[config.mk]
export PLATFORM = sky130hd
export DESIGN_NAME = fetch_unit
export DESIGN_NICKNAME = d
export VERILOG_FILES = /design/src/rtl/fetch_unit.sv
export SDC_FILE = /design/constraint.sdc
export NUM_CORES = 1
export LEC_CHECK = 0
export BUFFER_PORTS_ARGS = -buffer_cell sky130_fd_sc_hd__clkbuf_2
export CORE_ASPECT_RATIO = 0.9
export CORE_MARGIN = 2
export CORE_UTILIZATION = 29
export CTS_CLUSTER_SIZE = 8
export DETAILED_ROUTE_END_ITERATION = 7
export HOLD_SLACK_MARGIN = 0.15
export PLACE_DENSITY = 0.48
export SLEW_MARGIN = 10
export SYNTH_ARGS = -nofsm -noshare
export SYNTH_HDL_FRONTEND = slang
export SYNTH_SLANG_ARGS = --single-unit
[constraint.sdc]
create_clock -name CLK -period 5.2 [get_ports CLK]
set_clock_uncertainty 0.15 [all_clocks]
set_input_delay 1.3 -clock CLK [delete_from_list [all_inputs] [get_ports CLK]]
set_output_delay 1.3 -clock CLK [all_outputs]
set_load 0.005 [all_outputs]
[src/rtl/fetch_unit.sv]
// Instruction-fetch stage: owns the PC, fetches over a req/ready memory port and
// hands each instruction to the datapath over a valid/ack port.
module fetch_unit #(
    parameter int COUNT_W = 32
) (
    input  logic               CLK,
    input  logic               Reset,
    input  logic [31:0]        startPC,
    output logic               imem_req,
    output logic [31:0]        imem_addr,
    input  logic               imem_ready,
    input  logic [31:0]        imem_rdata,
    output logic [31:0]        instr,
    output logic               instr_valid,
    input  logic               instr_ack,
    output logic [31:0]        pc,
    output logic [31:0]        pc_plus4,
    input  logic               br_taken,
    input  logic               jmp,
    input  logic               jr,
    input  logic [31:0]        rs_value,
    output logic               fault,
    output logic [COUNT_W-1:0] retired,
    output logic [1:0]         fsm_state
);

    // Handshakes: a memory word transfers on an edge where imem_req && imem_ready;
    // an instruction transfers on an edge where instr_valid && instr_ack. Neither
    // side's data may change while its valid/req is high and not yet accepted.
    typedef enum logic [1:0] {
        IDLE  = 2'd0,
        FETCH = 2'd1,
        HOLD  = 2'd2,
        FAULT = 2'd3
    } state_t;

    state_t      state;
    logic [31:0] next_pc;
    logic [31:0] br_offset;

    assign pc_plus4    = pc + 32'd4;
    assign imem_addr   = pc;
    assign imem_req    = (state == FETCH);
    assign instr_valid = (state == HOLD);
    assign fault       = (state == FAULT);
    assign fsm_state   = state;

    assign br_offset = {{14{instr[15]}}, instr[15:0], 2'b00};

    // Control priority: jr > jmp > br_taken > fall-through.
    always_comb begin
        next_pc = pc_plus4;
        if (jr)
            next_pc = rs_value;
        else if (jmp)
            next_pc = {pc_plus4[31:28], instr[25:0], 2'b00};
        else if (br_taken)
            next_pc = pc_plus4 + br_offset;
    end

    always_ff @(posedge CLK) begin
        if (Reset) begin
            state   <= IDLE;
            pc      <= startPC;
            instr   <= 32'd0;
            retired <= '0;
        end else begin
            case (state)
                IDLE: begin
                    state <= (pc[1:0] == 2'b00) ? FETCH : FAULT;
                end
                FETCH: begin
                    if (imem_ready) begin
                        instr <= imem_rdata;
                        state <= HOLD;
                    end
                end
                HOLD: begin
                    if (instr_ack) begin
                        retired <= retired + COUNT_W'(1);
                        pc      <= next_pc;
                        state   <= (next_pc[1:0] == 2'b00) ? FETCH : FAULT;
                    end
                end
                default: begin
                    state <= FAULT;
                end
            endcase
        end
    end

endmodule
==> key figures, run 1 <==
Power and ir drop
  • Pwr Density: 248.8 nW/um2
  • Pint: 1422 uW
  • Logic pwr share: between 20% and 30%
  • Switching portion of total power: 34.87%
  • Sequential Power Share: 41.2%
  • Switching power: 761.3 uW
  • Clock Power Share: 32.7%
  • Peak VDD IR: 125.0 uV
  • Pleak: 0.003923 uW

Synth
  • Multiplexer share of the synthesized area: between 1.5 and 2%
  • Post-Synthesis Cells: 878
  • Net count after synthesis: just over 1000
  • Post-synth top area share: 18.82%
  • Largest family of logic cells by synthesized area: simple AND/OR/NAND/NOR gates
  • Synth Area in Simple Gates: 21.47%
  • Yosys reg bits: 98
  • Post-Synth Adder-Cell Area: 7.056%
  • Post-synthesis compound-gate area fraction: 20.62%
  • Ys async rst share: 0%
  • XOR/XNOR share of the synthesized area: roughly a tenth
  • Mapped Avg Cell Area: 7.997 um2
  • EDFF count, synth: 32
  • Sequential area share after synthesis: 32.50%
  • Top FF cell, synth: dfxtp_1
  • Mapped Area: 7022 um2
  • Yosys warning count: 0
  • Yosys cell types: 64
  • Synth area leader: dfxtp_1
  • Top area cells in the synthesized netlist: dfxtp_1, edfxtp_1, nand2_1, ha_1, a21oi_1

CTS
  • Clock buffer depth: 2
  • Clk_lat worst skew: 0.36 ns
  • Clock sinks: 98
  • Clock H-tree levels: 3
  • Reg clk slew, reported paths: approximately 0.090 ns
  • PostCTS Resize Cnt: 0
  • Hold_buf cts: 0
  • Postcts setup bufs: 0
  • Total CTS buffers: 9
  • CTS tree: built
  • Clk root buf: clkbuf_16

Setup path
  • Reg-to-reg slack, setup: 1.13 ns
  • Crit end category: primary output
  • Crit path max-delay family: simple AND/OR/NAND/NOR gates
  • Bufs and invs on worst path: 1
  • Reg2reg start: imem_addr[4]
  • Slowest-stage cell, CP: nor4_2
  • Worst EP required: about 3.8 ns
  • CP max FO: 7
  • CP Launch Type: flip-flop
  • Critical path data arrival time: 2.68 ns
  • Reg2Reg Depth: 13
  • Critical R2R Capture: imem_addr[23]
  • Crit-path cells: nand4_1 > nor4_2 > nand2_1 > nor2_1 > xor2_1 > clkbuf_2
  • Crit path kind: flip-flop to primary output
  • Max incr delay on CP: a little over 0.6 ns

STA
  • Max-slew violation total from the final report: 0
  • Hold Violations, Final: 0
  • Final min period: 4.131 ns
  • Crit share post-route: between 70% and 80%
  • RSZ-0062 raised after global routing: false
  • Final setup viols: 0
  • Relative slew margins: between 20 and 30%
  • Least-Margin Pin Slew: 1.048 ns
  • Setup TNS: 0 ns
  • Fmax: 242.1 MHz

Place
  • DP Cell Count: 1397
  • PortBufs: 267
  • Placer Congestion: 0.8666
  • Post-DP HPWL: between 20 and 25 mm

Run
  • # Max-Cap Violations: 0

Run status
  • Status: finished, final reports clean

Min path
  • WHS Path Cells: 2
  • Hold Path Origin: instr[29]
  • Min-Delay Endpoint: instr[29]
  • Worst Hold Class: flip-flop to flip-flop

Route
  • Total Wirelength: between 20 and 30 mm
  • First-pass DRT Iterations: 5
  • Vias: 7156
  • Iter 0 DRT Violations: 397
  • DRC: 0
  • Drt wl/cell: 18.61 um
  • Vias per cell: ~5.1
  • Antenna-violating nets left: 0

Cells and area
  • Commonest cells after routing, fill and taps aside: clkbuf_2, nand2_1, a21oi_1
  • NumNets Final: 1242
  • Filler cell count: 2567
  • Layout cells sized above 1: 28.05%
  • Fin cells: roughly 1400
  • Area growth syn-to-layout: 24.98%
  • Commonest non-fill, non-tap cell in the layout: clkbuf_2
  • Utilization after layout: 36.59%

GRT
  • GRT Total Usage: 20.45%
  • GRT overflow: 0
  • Vias in the first global route: 6844
  • Initial antenna violation count: 2
  • Largest net degree at the start of global routing: 66
  • Global-route wire length before repair: roughly 40 mm

Floorplanning
  • IO Pins: 268
  • Core area: 23990 um2
  • Die area: approximately 25000 um2
  • Die Ht: 151.6 um
  • # rows: 54
  • Initial Util: 29.27%
  • Die Width: 168.0 um
==> synthesized netlist by cell type (all sizes together), types with 3 or more instances <==
| cell type | count |
|---|---|
| a211oi | 8 |
| ha | 38 |
| clkbuf | 30 |
| nand4 | 14 |
| a21oi | 90 |
| or2 | 3 |
| nand2b | 7 |
| a31oi | 5 |
| and2 | 8 |
| xnor2 | 39 |
| a21o | 7 |
| o211ai | 8 |
| inv | 22 |
| nor2b | 10 |
| a22o | 4 |
| edfxtp | 32 |
| xor2 | 41 |
| o21bai | 4 |
| o221ai | 6 |
| a221o | 6 |
| dfxtp | 66 |
| mux2i | 10 |
| o21ai | 45 |
| nor3 | 22 |
| and3 | 17 |
| nand3 | 29 |
| nand2 | 135 |
| a221oi | 6 |
| o21a | 4 |
| buf | 41 |
| a2111oi | 3 |
| nor4 | 7 |
| a22oi | 9 |
| nor2 | 75 |
| o2bb2ai | 4 |
==> power groups by stage <==
stage	logic [uW]	registers, uW	clock network [uW]
final	569	900	714
after global routing	635	908	761
after CTS	573	901	739
after detailed placement	570	918	0
after global placement	572	917	0
after floorplan	360	902	0
==> through the flow <==
| step | hold WS [ns] | total power [uW] | area [um2] | setup WS (ns) |
|---|---|---|---|---|
| 2_1_floorplan | 0.3027 | 1263 | 7022 | 1.427 |
| 3_3_place_gp | 0.2980 | 1490 | 8464 | 1.277 |
| 3_5_place_dp | 0.2991 | 1488 | 8464 | 1.165 |
| 4_1_cts | 0.3122 | 2212 | 8771 | 1.115 |
| 5_1_grt | 0.3300 | 2304 | 8771 | 0.7421 |
| 6_report | 0.3090 | 2183 | 8776 | 1.069 |
==> per-layer routing <==
metal / vias up / global-route usage, % / wire length, um
met3: 14 / 4.987 / 1988
li1: 3554 / - / -
met2: 276 / 33.26 / 11800
met1: 3312 / 27.92 / 12320
met4: 0 / 3.609 / 221
met5: - / 0 / 0
==> flip-flops by register name, indices dropped and copies added (netlist names) <==
register / count
instr: 32
retired: 32
fsm_state: 2
imem_addr: 32
==> tightest hold or removal path, stage by stage (launching register included) <==
cell     delay, ns
dfxtp_1       0.32
nand2_1       0.05
a21oi_1       0.05
==> final cells by class <==
class	instances	area, um2	share of cell area (%)
tap	308	385.4	4.391
sequential	98	2282	26.01
antenna	2	5.005	0.05703
multi-input combinational	687	4263	48.57
inverter	22	82.58	0.9410
clock inverter	7	81.33	0.9267
timing repair buffer	282	1451	16.54
clock buffer	9	225.2	2.566
==> worst max path at each step <==
stage / start / to / slack, ns / depth (start not counted)
3_3_place_gp: imem_addr[2] / imem_addr[26] / 1.28 / 16
6_report: imem_addr[14] / pc_plus4[31] / 1.07 / 6
3_5_place_dp: imem_addr[4] / imem_addr[23] / 1.16 / 13
4_1_cts: imem_addr[14] / pc_plus4[31] / 1.12 / 6
2_1_floorplan: imem_addr[2] / imem_addr[23] / 1.43 / 12
5_1_grt: imem_addr[4] / imem_addr[26] / 0.74 / 14
==> cells by family (layout without fill, tap and decap cells) <==
kind of cell | count (synthesis) | in the layout
AOI/OAI and AO/OA | 225 | 225
xor gates and xnor gates | 80 | 80
adders and majority gates | 39 | 39
buffers and inverters | 93 | 320
DFF | 98 | 98
muxes | 11 | 11
other | 0 | 2
and+or+nand+nor | 332 | 332
(Power assumes the default switching activity.)
==> run 2: changes to the inputs <==
--- a/config.mk
+++ b/config.mk
@@ -5,6 +5,7 @@
 export SDC_FILE = /design/constraint.sdc
 export NUM_CORES = 1
 export LEC_CHECK = 0
+export ABC_AREA = 1
 export BUFFER_PORTS_ARGS = -buffer_cell sky130_fd_sc_hd__clkbuf_2
 export CORE_ASPECT_RATIO = 0.9
 export CORE_MARGIN = 2
==> constraint.sdc (replaced) <==
create_clock -name CLK -period 3.3 [get_ports CLK]
set_clock_uncertainty 0.15 [all_clocks]
set_input_delay 0.825 -clock CLK [delete_from_list [all_inputs] [get_ports CLK]]
set_output_delay 0.825 -clock CLK [all_outputs]
set_load 0.005 [all_outputs]
==> key figures, run 2 <==
Floorplanning
  • Initial Util: 29.70% (was 29.27%)
  • Die Ht: 164.9 um (was 151.6 um)
  • Die area: 30140 um2 (was 25480 um2)
  • IO Pins: 268 (unchanged)
  • Die Width: 182.8 um (was 168.0 um)
  • # rows: 58 (was 54)
  • Core area: 28080 um2 (was 23990 um2)

Cells and area
  • NumNets Final: 1899 (was 1242)
  • Commonest cells after routing, fill and taps aside: nand2_1, clkbuf_2, buf_4 (was clkbuf_2, nand2_1, a21oi_1)
  • Fin area: 12590 um2 (was 8776 um2)
  • Layout cells sized above 1: 40.01% (was 28.05%)
  • Area growth syn-to-layout: 50.94% (was 24.98%)
  • Commonest non-fill, non-tap cell in the layout: nand2_1 (was clkbuf_2)
  • Fin cells: 2123 (was 1415)

GRT
  • GRT overflow: 0 (unchanged)
  • Global-route wire length before repair: 55.41 mm (was 40.21 mm)
  • GRT Total Usage: 24.44% (was 20.45%)
  • Initial antenna violation count: 2 (unchanged)
  • Largest net degree at the start of global routing: 55 (was 66)
  • Vias in the first global route: 9410 (was 6844)

Power and ir drop
  • Pleak: 0.006100 uW (was 0.003923 uW)
  • Peak VDD IR: 222.3 uV (was 125.0 uV)
  • Pwr Density: 334.4 nW/um2 (was 248.8 nW/um2)
  • Power, Total: 4210 uW (was 2183 uW)

Min path
  • Min-Delay Endpoint: instr[26] (was instr[29])
  • Worst Hold Class: flip-flop to flip-flop (unchanged)
  • Hold Path Origin: instr[26] (was instr[29])
  • WHS Path Cells: 2 (unchanged)

Route
  • Antenna-violating nets left: 0 (unchanged)
  • Vias: 10270 (was 7156)
  • DRC: 0 (unchanged)
  • Iter 0 DRT Violations: 767 (was 397)
  • Vias per cell: 4.838 (was 5.057)
  • Drt wl/cell: 18.03 um (was 18.61 um)
  • Total Wirelength: 38.27 mm (was 26.33 mm)
  • First-pass DRT Iterations: 5 (unchanged)

Synth
  • Count leader, synth: nand2_1 (unchanged)
  • Synth area leader: nand2_1 (was dfxtp_1)
  • Mapped Avg Cell Area: 6.134 um2 (was 7.997 um2)
  • Sequential area share after synthesis: 27.36% (was 32.50%)
  • Mapped Area: 8342 um2 (was 7022 um2)
  • Top area cells in the synthesized netlist: nand2_1, dfxtp_1, edfxtp_1, nor2_1, inv_1 (was dfxtp_1, edfxtp_1, nand2_1, ha_1, a21oi_1)
  • Ys async rst share: 0% (unchanged)
  • Post-synth top area share: 19.03% (was 18.82%)
  • Yosys reg bits: 98 (unchanged)
  • Top post-synthesis cells by count: nand2_1, nor2_1, inv_1 (was nand2_1, a21oi_1, nor2_1)
  • Net count after synthesis: 1502 (was 1020)
  • Top FF cell, synth: dfxtp_1 (unchanged)
  • Yosys warning count: 0 (unchanged)
  • Post-Synthesis Cells: 1360 (was 878)
  • Yosys cell types: 45 (was 64)
  • EDFF count, synth: 32 (unchanged)

Setup path
  • Worst EP required: 3.27 ns (was 3.75 ns)
  • Critical R2R Capture: imem_addr[21] (was imem_addr[23])
  • Reg2Reg Depth: 20 (was 13)
  • Reg2reg start: imem_addr[7] (was imem_addr[4])
  • Crit path kind: flip-flop to flip-flop (was flip-flop to primary output)
  • Crit-path cells: nand2_2 > nor2_2 > nand2_4 > nor2_4 > nand3_2 > buf_4 > xor2_4 > inv_2 > ha_4 > nand2_2 > nor2_2 > inv_2 > nor2_4 > nand4_1 > nand4_1 > nand3_1 > nand2_1 > nand2_2 > nand2_1 > nand2_1 (was nand4_1 > nor4_2 > nand2_1 > nor2_1 > xor2_1 > clkbuf_2)
  • Slowest-stage cell, CP: edfxtp_1 (was nor4_2)
  • Critical path data arrival time: 3.19 ns (was 2.68 ns)
  • CP max FO: 4 (was 7)
  • Crit end category: flip-flop (was primary output)
  • Reg-to-reg slack, setup: 0.07 ns (was 1.13 ns)
  • CP Launch Type: flip-flop (unchanged)
  • Max incr delay on CP: 0.43 ns (was 0.62 ns)

STA
  • Fin Hold WS: 0.3169 ns (was 0.3090 ns)
  • Hold Violations, Final: 0 (unchanged)
  • Final min period: around 3.2 ns
  • Final setup viols: 0 (unchanged)
  • Crit share post-route: 97.73%
  • Max-slew violation total from the final report: 0 (unchanged)
  • Setup TNS: 0 ns (unchanged)
  • Fmax: 310.1 MHz
  • Relative slew margins: 58.88% (was 29.85%)
  • RSZ-0062 raised after global routing: true (was false)
  • Least-Margin Pin Slew: 0.6168 ns (was 1.048 ns)

Run
  • # Max-Cap Violations: 0 (unchanged)

Place
  • Post-DP Area: 10910 um2 (was 8464 um2)
  • Post-DP HPWL: 30.70 mm (was 20.30 mm)
  • Placer Congestion: 1.004 (was 0.8666)
  • DP Cell Count: 2069 (was 1397)
  • PortBufs: 267 (unchanged)

CTS
  • Reg clk slew, reported paths: 0.09 ns (about the same)
  • Clock H-tree levels: 3 (unchanged)
  • Clk root buf: clkbuf_16 (unchanged)
  • Clk_lat worst skew: 0.36 ns (about the same)
  • Hold_buf cts: 0 (unchanged)
  • Clock buffer depth: 2 (unchanged)
  • CTS tree: built (unchanged)
  • Clock sinks: 98 (unchanged)
  • Total CTS buffers: 9 (unchanged)

Run status
  • Status: finished, final reports clean (unchanged)
-- run 2: timing repair --
| item | 4_1_cts | 5_1_grt |
|---|---|---|
| pin swaps | 2 | 55 |
| gates resized for setup | 31 | 228 |
| setup buffers | 9 | 28 |
| endpoints found under the setup margin | 23 | 23 |
-- run 2: power by group --
part	total [uW]	switching [uW]	internal (uW)
clock network	1110	571	537
logic	1700	942	753
registers	1410	84.0	1320
total	4210	1600	2610
-- run 2: layer usage --
layer | track usage (%) | up-vias | part of all wire (%) | routed length (um)
met1 | 34.37 | 4712 | 46 | 17720
li1 | - | 5118 | - | -
met2 | 37.63 | 394 | 43 | 16580
met4 | 6.618 | 0 | 2.5 | 940
met5 | 0 | - | 0 | 0
met3 | 5.447 | 48 | 7.9 | 3031
-- run 2: stage by stage --
stage	worst slack (ns)	utilization (%)
floorplan	0.2936	-
global placement	-0.4325	38.84
detailed placement	-0.3325	38.84
CTS	-0.03510	40.64
global route	-0.1192	44.82
finish	0.07484	44.83
-- run 2: how the worst max path moves through the flow --
stage	cells after the start	from	slack, ns	end
floorplan	19	imem_addr[11]	0.29	imem_addr[25]
detailed placement	18	imem_addr[14]	-0.33	imem_addr[25]
global placement	18	imem_addr[14]	-0.43	imem_addr[25]
global route	20	imem_addr[20]	-0.12	imem_addr[25]
finish	20	imem_addr[7]	0.07	imem_addr[21]
CTS	20	imem_addr[2]	-0.04	imem_addr[21]
-- run 2: kinds of logic (layout without fill, tap and decap cells) --
kind of cell / Yosys count / after routing / synth area share [%]
XOR/XNOR: 43 / 43 / 4.515
AO/OA/AOI/OAI: 201 / 201 / 12.88
flip-flops: 98 / 98 / 27.36
buffers and inverters: 236 / 638 / 12.15
AND/OR/NAND/NOR: 743 / 743 / 37.15
adder cells (fa/ha/maj): 39 / 39 / 5.940
other: 0 / 1 / 0
-- run 2: area by class of cell --
class                   count  area [um2]
multi-input cells        1026        6132
well taps                 360       450.4
flip-flops and latches     98        2282
diodes                      1       2.502
repair buffers            459        2804
inverters                 163       621.8
clock buffers               9       225.2
fillers                  3004       15490
clock inverters             7       72.57
-- run 2: worst max-delay path: cells and delay by family (launching register included) --
| kind | cells | cell delay [ns] |
|---|---|---|
| fa+ha+maj | 1 | 0.29 |
| xor+xnor | 1 | 0.16 |
| simple gates | 15 | 1.63 |
| buf+inv | 3 | 0.32 |
| flops | 1 | 0.43 |
==> run 3: changes to the inputs <==
--- a/config.mk
+++ b/config.mk
@@ -12,6 +12,7 @@
 export CORE_UTILIZATION = 29
 export CTS_CLUSTER_SIZE = 8
 export DETAILED_ROUTE_END_ITERATION = 7
+export GPL_TIMING_DRIVEN = 0
 export HOLD_SLACK_MARGIN = 0.15
 export PLACE_DENSITY = 0.48
 export SLEW_MARGIN = 10
==> key figures, run 3 (synthesized netlist as in run 2, its figures left out) <==
Route
  • Detail Route met2 WL: 17.78 mm (was 16.58 mm)
  • Vias per cell: 4.884 (was 4.838)
  • Drt wl/cell: 19.08 um (was 18.03 um)
  • Met3 routed WL: 3.422 mm (was 3.031 mm)
  • Max Used Layer: met5 (was met4)
  • Antenna-violating nets left: 0 (unchanged)
  • Vias: 10260 (was 10270)
  • Metal1 wirelength: 17.84 mm (was 17.72 mm)
  • Total Wirelength: 40.08 mm (was 38.27 mm)
  • DRC: 0 (unchanged)
  • First-pass DRT Iterations: 5 (unchanged)
  • Iter 0 DRT Violations: 758 (was 767)

Setup path
  • Crit end category: flip-flop (unchanged)
  • Crit-path cells: buf_4 > nand2_4 > nor2_4 > nand2_4 > nor2_4 > buf_12 > xor2_4 > ha_4 > nand2_4 > nand2_4 > a21oi_4 > o21ai_2 > nor2_2 > xor2_1 > nand2_1 > nand2_1 > nand2_2 > nand2_1 > nand2_1 (was nand2_2 > nor2_2 > nand2_4 > nor2_4 > nand3_2 > buf_4 > xor2_4 > inv_2 > ha_4 > nand2_2 > nor2_2 > inv_2 > nor2_4 > nand4_1 > nand4_1 > nand3_1 > nand2_1 > nand2_2 > nand2_1 > nand2_1)
  • Max incr delay on CP: 0.42 ns (was 0.43 ns)
  • Slowest-stage cell, CP: edfxtp_1 (unchanged)
  • Reg-to-reg slack, setup: -0.05 ns (was 0.07 ns)
  • Reg2reg start: imem_addr[4] (was imem_addr[7])
  • Critical path data arrival time: 3.32 ns (was 3.19 ns)
  • Critical R2R Capture: imem_addr[16] (was imem_addr[21])
  • Crit path kind: flip-flop to flip-flop (unchanged)
  • Reg2Reg Depth: 19 (was 20)
  • CP Launch Type: flip-flop (unchanged)
  • CP max FO: 4 (unchanged)
  • Worst EP required: 3.27 ns (about the same)

Floorplanning
  • Core area: 28080 um2 (unchanged)
  • # rows: 58 (unchanged)
  • Die Width: 182.8 um (unchanged)
  • IO Pins: 268 (unchanged)
  • Die area: 30140 um2 (unchanged)
  • Die Ht: 164.9 um (unchanged)
  • Initial Util: 29.70% (unchanged)

Power and ir drop
  • Pleak: 0.006024 uW (was 0.006100 uW)
  • Pwr Density: 333.3 nW/um2 (was 334.4 nW/um2)
  • Peak VDD IR: 240.0 uV (was 222.3 uV)

CTS
  • Clock sinks: 98 (unchanged)
  • Clock H-tree levels: 3 (unchanged)
  • Reg clk slew, reported paths: 0.08 ns (was 0.09 ns)
  • Hold_buf cts: 0 (unchanged)
  • CTS tree: built (unchanged)
  • Clock buffer depth: 2 (unchanged)
  • Clk_lat worst skew: 0.37 ns (was 0.36 ns)
  • Clk root buf: clkbuf_16 (unchanged)
  • Total CTS buffers: 9 (unchanged)

Cells and area
  • Layout cells sized above 1: 40.62% (was 40.01%)
  • Area growth syn-to-layout: 53.01% (was 50.94%)
  • Utilization after layout: 45.45% (was 44.83%)
  • Commonest cells after routing, fill and taps aside: nand2_1, clkbuf_2, nor2_1 (was nand2_1, clkbuf_2, buf_4)
  • Fin area: 12760 um2 (was 12590 um2)
  • Commonest non-fill, non-tap cell in the layout: nand2_1 (unchanged)
  • NumNets Final: 1875 (was 1899)

STA
  • Fin Hold WS: 0.3187 ns (was 0.3169 ns)
  • Final setup viols: 1 (was 0)
  • Hold Violations, Final: 0 (unchanged)
  • Max-slew violation total from the final report: 0 (unchanged)
  • RSZ-0062 raised after global routing: true (unchanged)
  • Fmax: 298.9 MHz (was 310.1 MHz)
  • Final min period: 3.346 ns (was 3.225 ns)
  • Least-Margin Pin Slew: 1.034 ns (was 0.6168 ns)
  • Final WS setup: -0.04591 ns (was 0.07484 ns)
  • Setup TNS: -0.04591 ns (was 0 ns)
  • Crit share post-route: 101.4% (was 97.73%)
  • Relative slew margins: 31.10% (was 58.88%)

GRT
  • GRT Total Usage: 25.37% (was 24.44%)
  • Initial antenna violation count: 5 (was 2)
  • Vias in the first global route: 9192 (was 9410)
  • Largest net degree at the start of global routing: 32 (was 55)
  • GRT overflow: 0 (unchanged)
  • Global-route wire length before repair: 56.43 mm (was 55.41 mm)

Min path
  • Min-Delay Endpoint: instr[29] (was instr[26])
  • WHS Path Cells: 2 (unchanged)
  • Worst Hold Class: flip-flop to flip-flop (unchanged)
  • Hold Path Origin: instr[29] (was instr[26])

Run
  • # Max-Cap Violations: 0 (unchanged)

Run status
  • Status: finished with violations (was finished, final reports clean)
  • Violated checks: negative setup slack

Place
  • PortBufs: 263 (was 267)
  • Placer Congestion: 0.9368 (was 1.004)
  • Post-DP Area: 10130 um2 (was 10910 um2)
  • Post-DP HPWL: 31.55 mm (was 30.70 mm)
run 3: routing by layer:
layer	GRT usage, %	up-vias
li1	-	5081
met1	34.80	4694
met2	39.15	420
met3	6.108	59
met4	8.291	2
met5	0	-
run 3: area by class of cell:
class / instances / area, um2
Antenna cell: 2 / 5.005
Buffer: 73 / 401.6
Clock buffer: 10 / 229.0
Clock inverter: 6 / 58.81
Fill cell: 2983 / 15320
Inverter: 163 / 619.3
Multi-Input combinational cell: 1026 / 6571
Sequential cell: 98 / 2283
Tap cell: 360 / 450.4
Timing Repair Buffer: 362 / 2145
run 3: critical path: cells and delay by family, from the launching register on:
kind	cells	cell delay, ns
compound gates	2	0.28
flops	1	0.42
buf+inv	2	0.29
simple gates	12	1.24
xor+xnor	2	0.44
fa+ha+maj	1	0.27
run 3: how the worst max path moves through the flow:
stage / start / cells past startpoint / endpoint / slack [ns]
detailed placement: imem_addr[6] / 19 / imem_addr[25] / -0.82
floorplan: imem_addr[11] / 19 / imem_addr[25] / 0.29
global placement: imem_addr[6] / 19 / imem_addr[25] / -0.85
finish: imem_addr[4] / 19 / imem_addr[16] / -0.05
CTS: imem_addr[11] / 21 / imem_addr[22] / -0.01
global route: imem_addr[4] / 19 / imem_addr[16] / -0.15
run 3: repair_timing:
item	in CTS	in global routing
setup buffers	42	56
pin swaps	23	118
setup endpoints to repair	31	22
gates resized for setup	131	244
run 3: through the flow:
step	cells	setup WS [ns]	power, uW
after floorplan	1360	0.2936	2123
after global placement	1983	-0.8501	2650
after detailed placement	1984	-0.8215	2655
after CTS	2042	-0.009718	3945
after global routing	2098	-0.1470	4467
final	2100	-0.04591	4255
run 3: power breakdown:
part | switching (uW) | total (uW) | internal [uW]
sequential | 110 | 1430 | 1320
combinational | 985 | 1720 | 731
clock | 573 | 1110 | 532
total | 1670 | 4250 | 2590
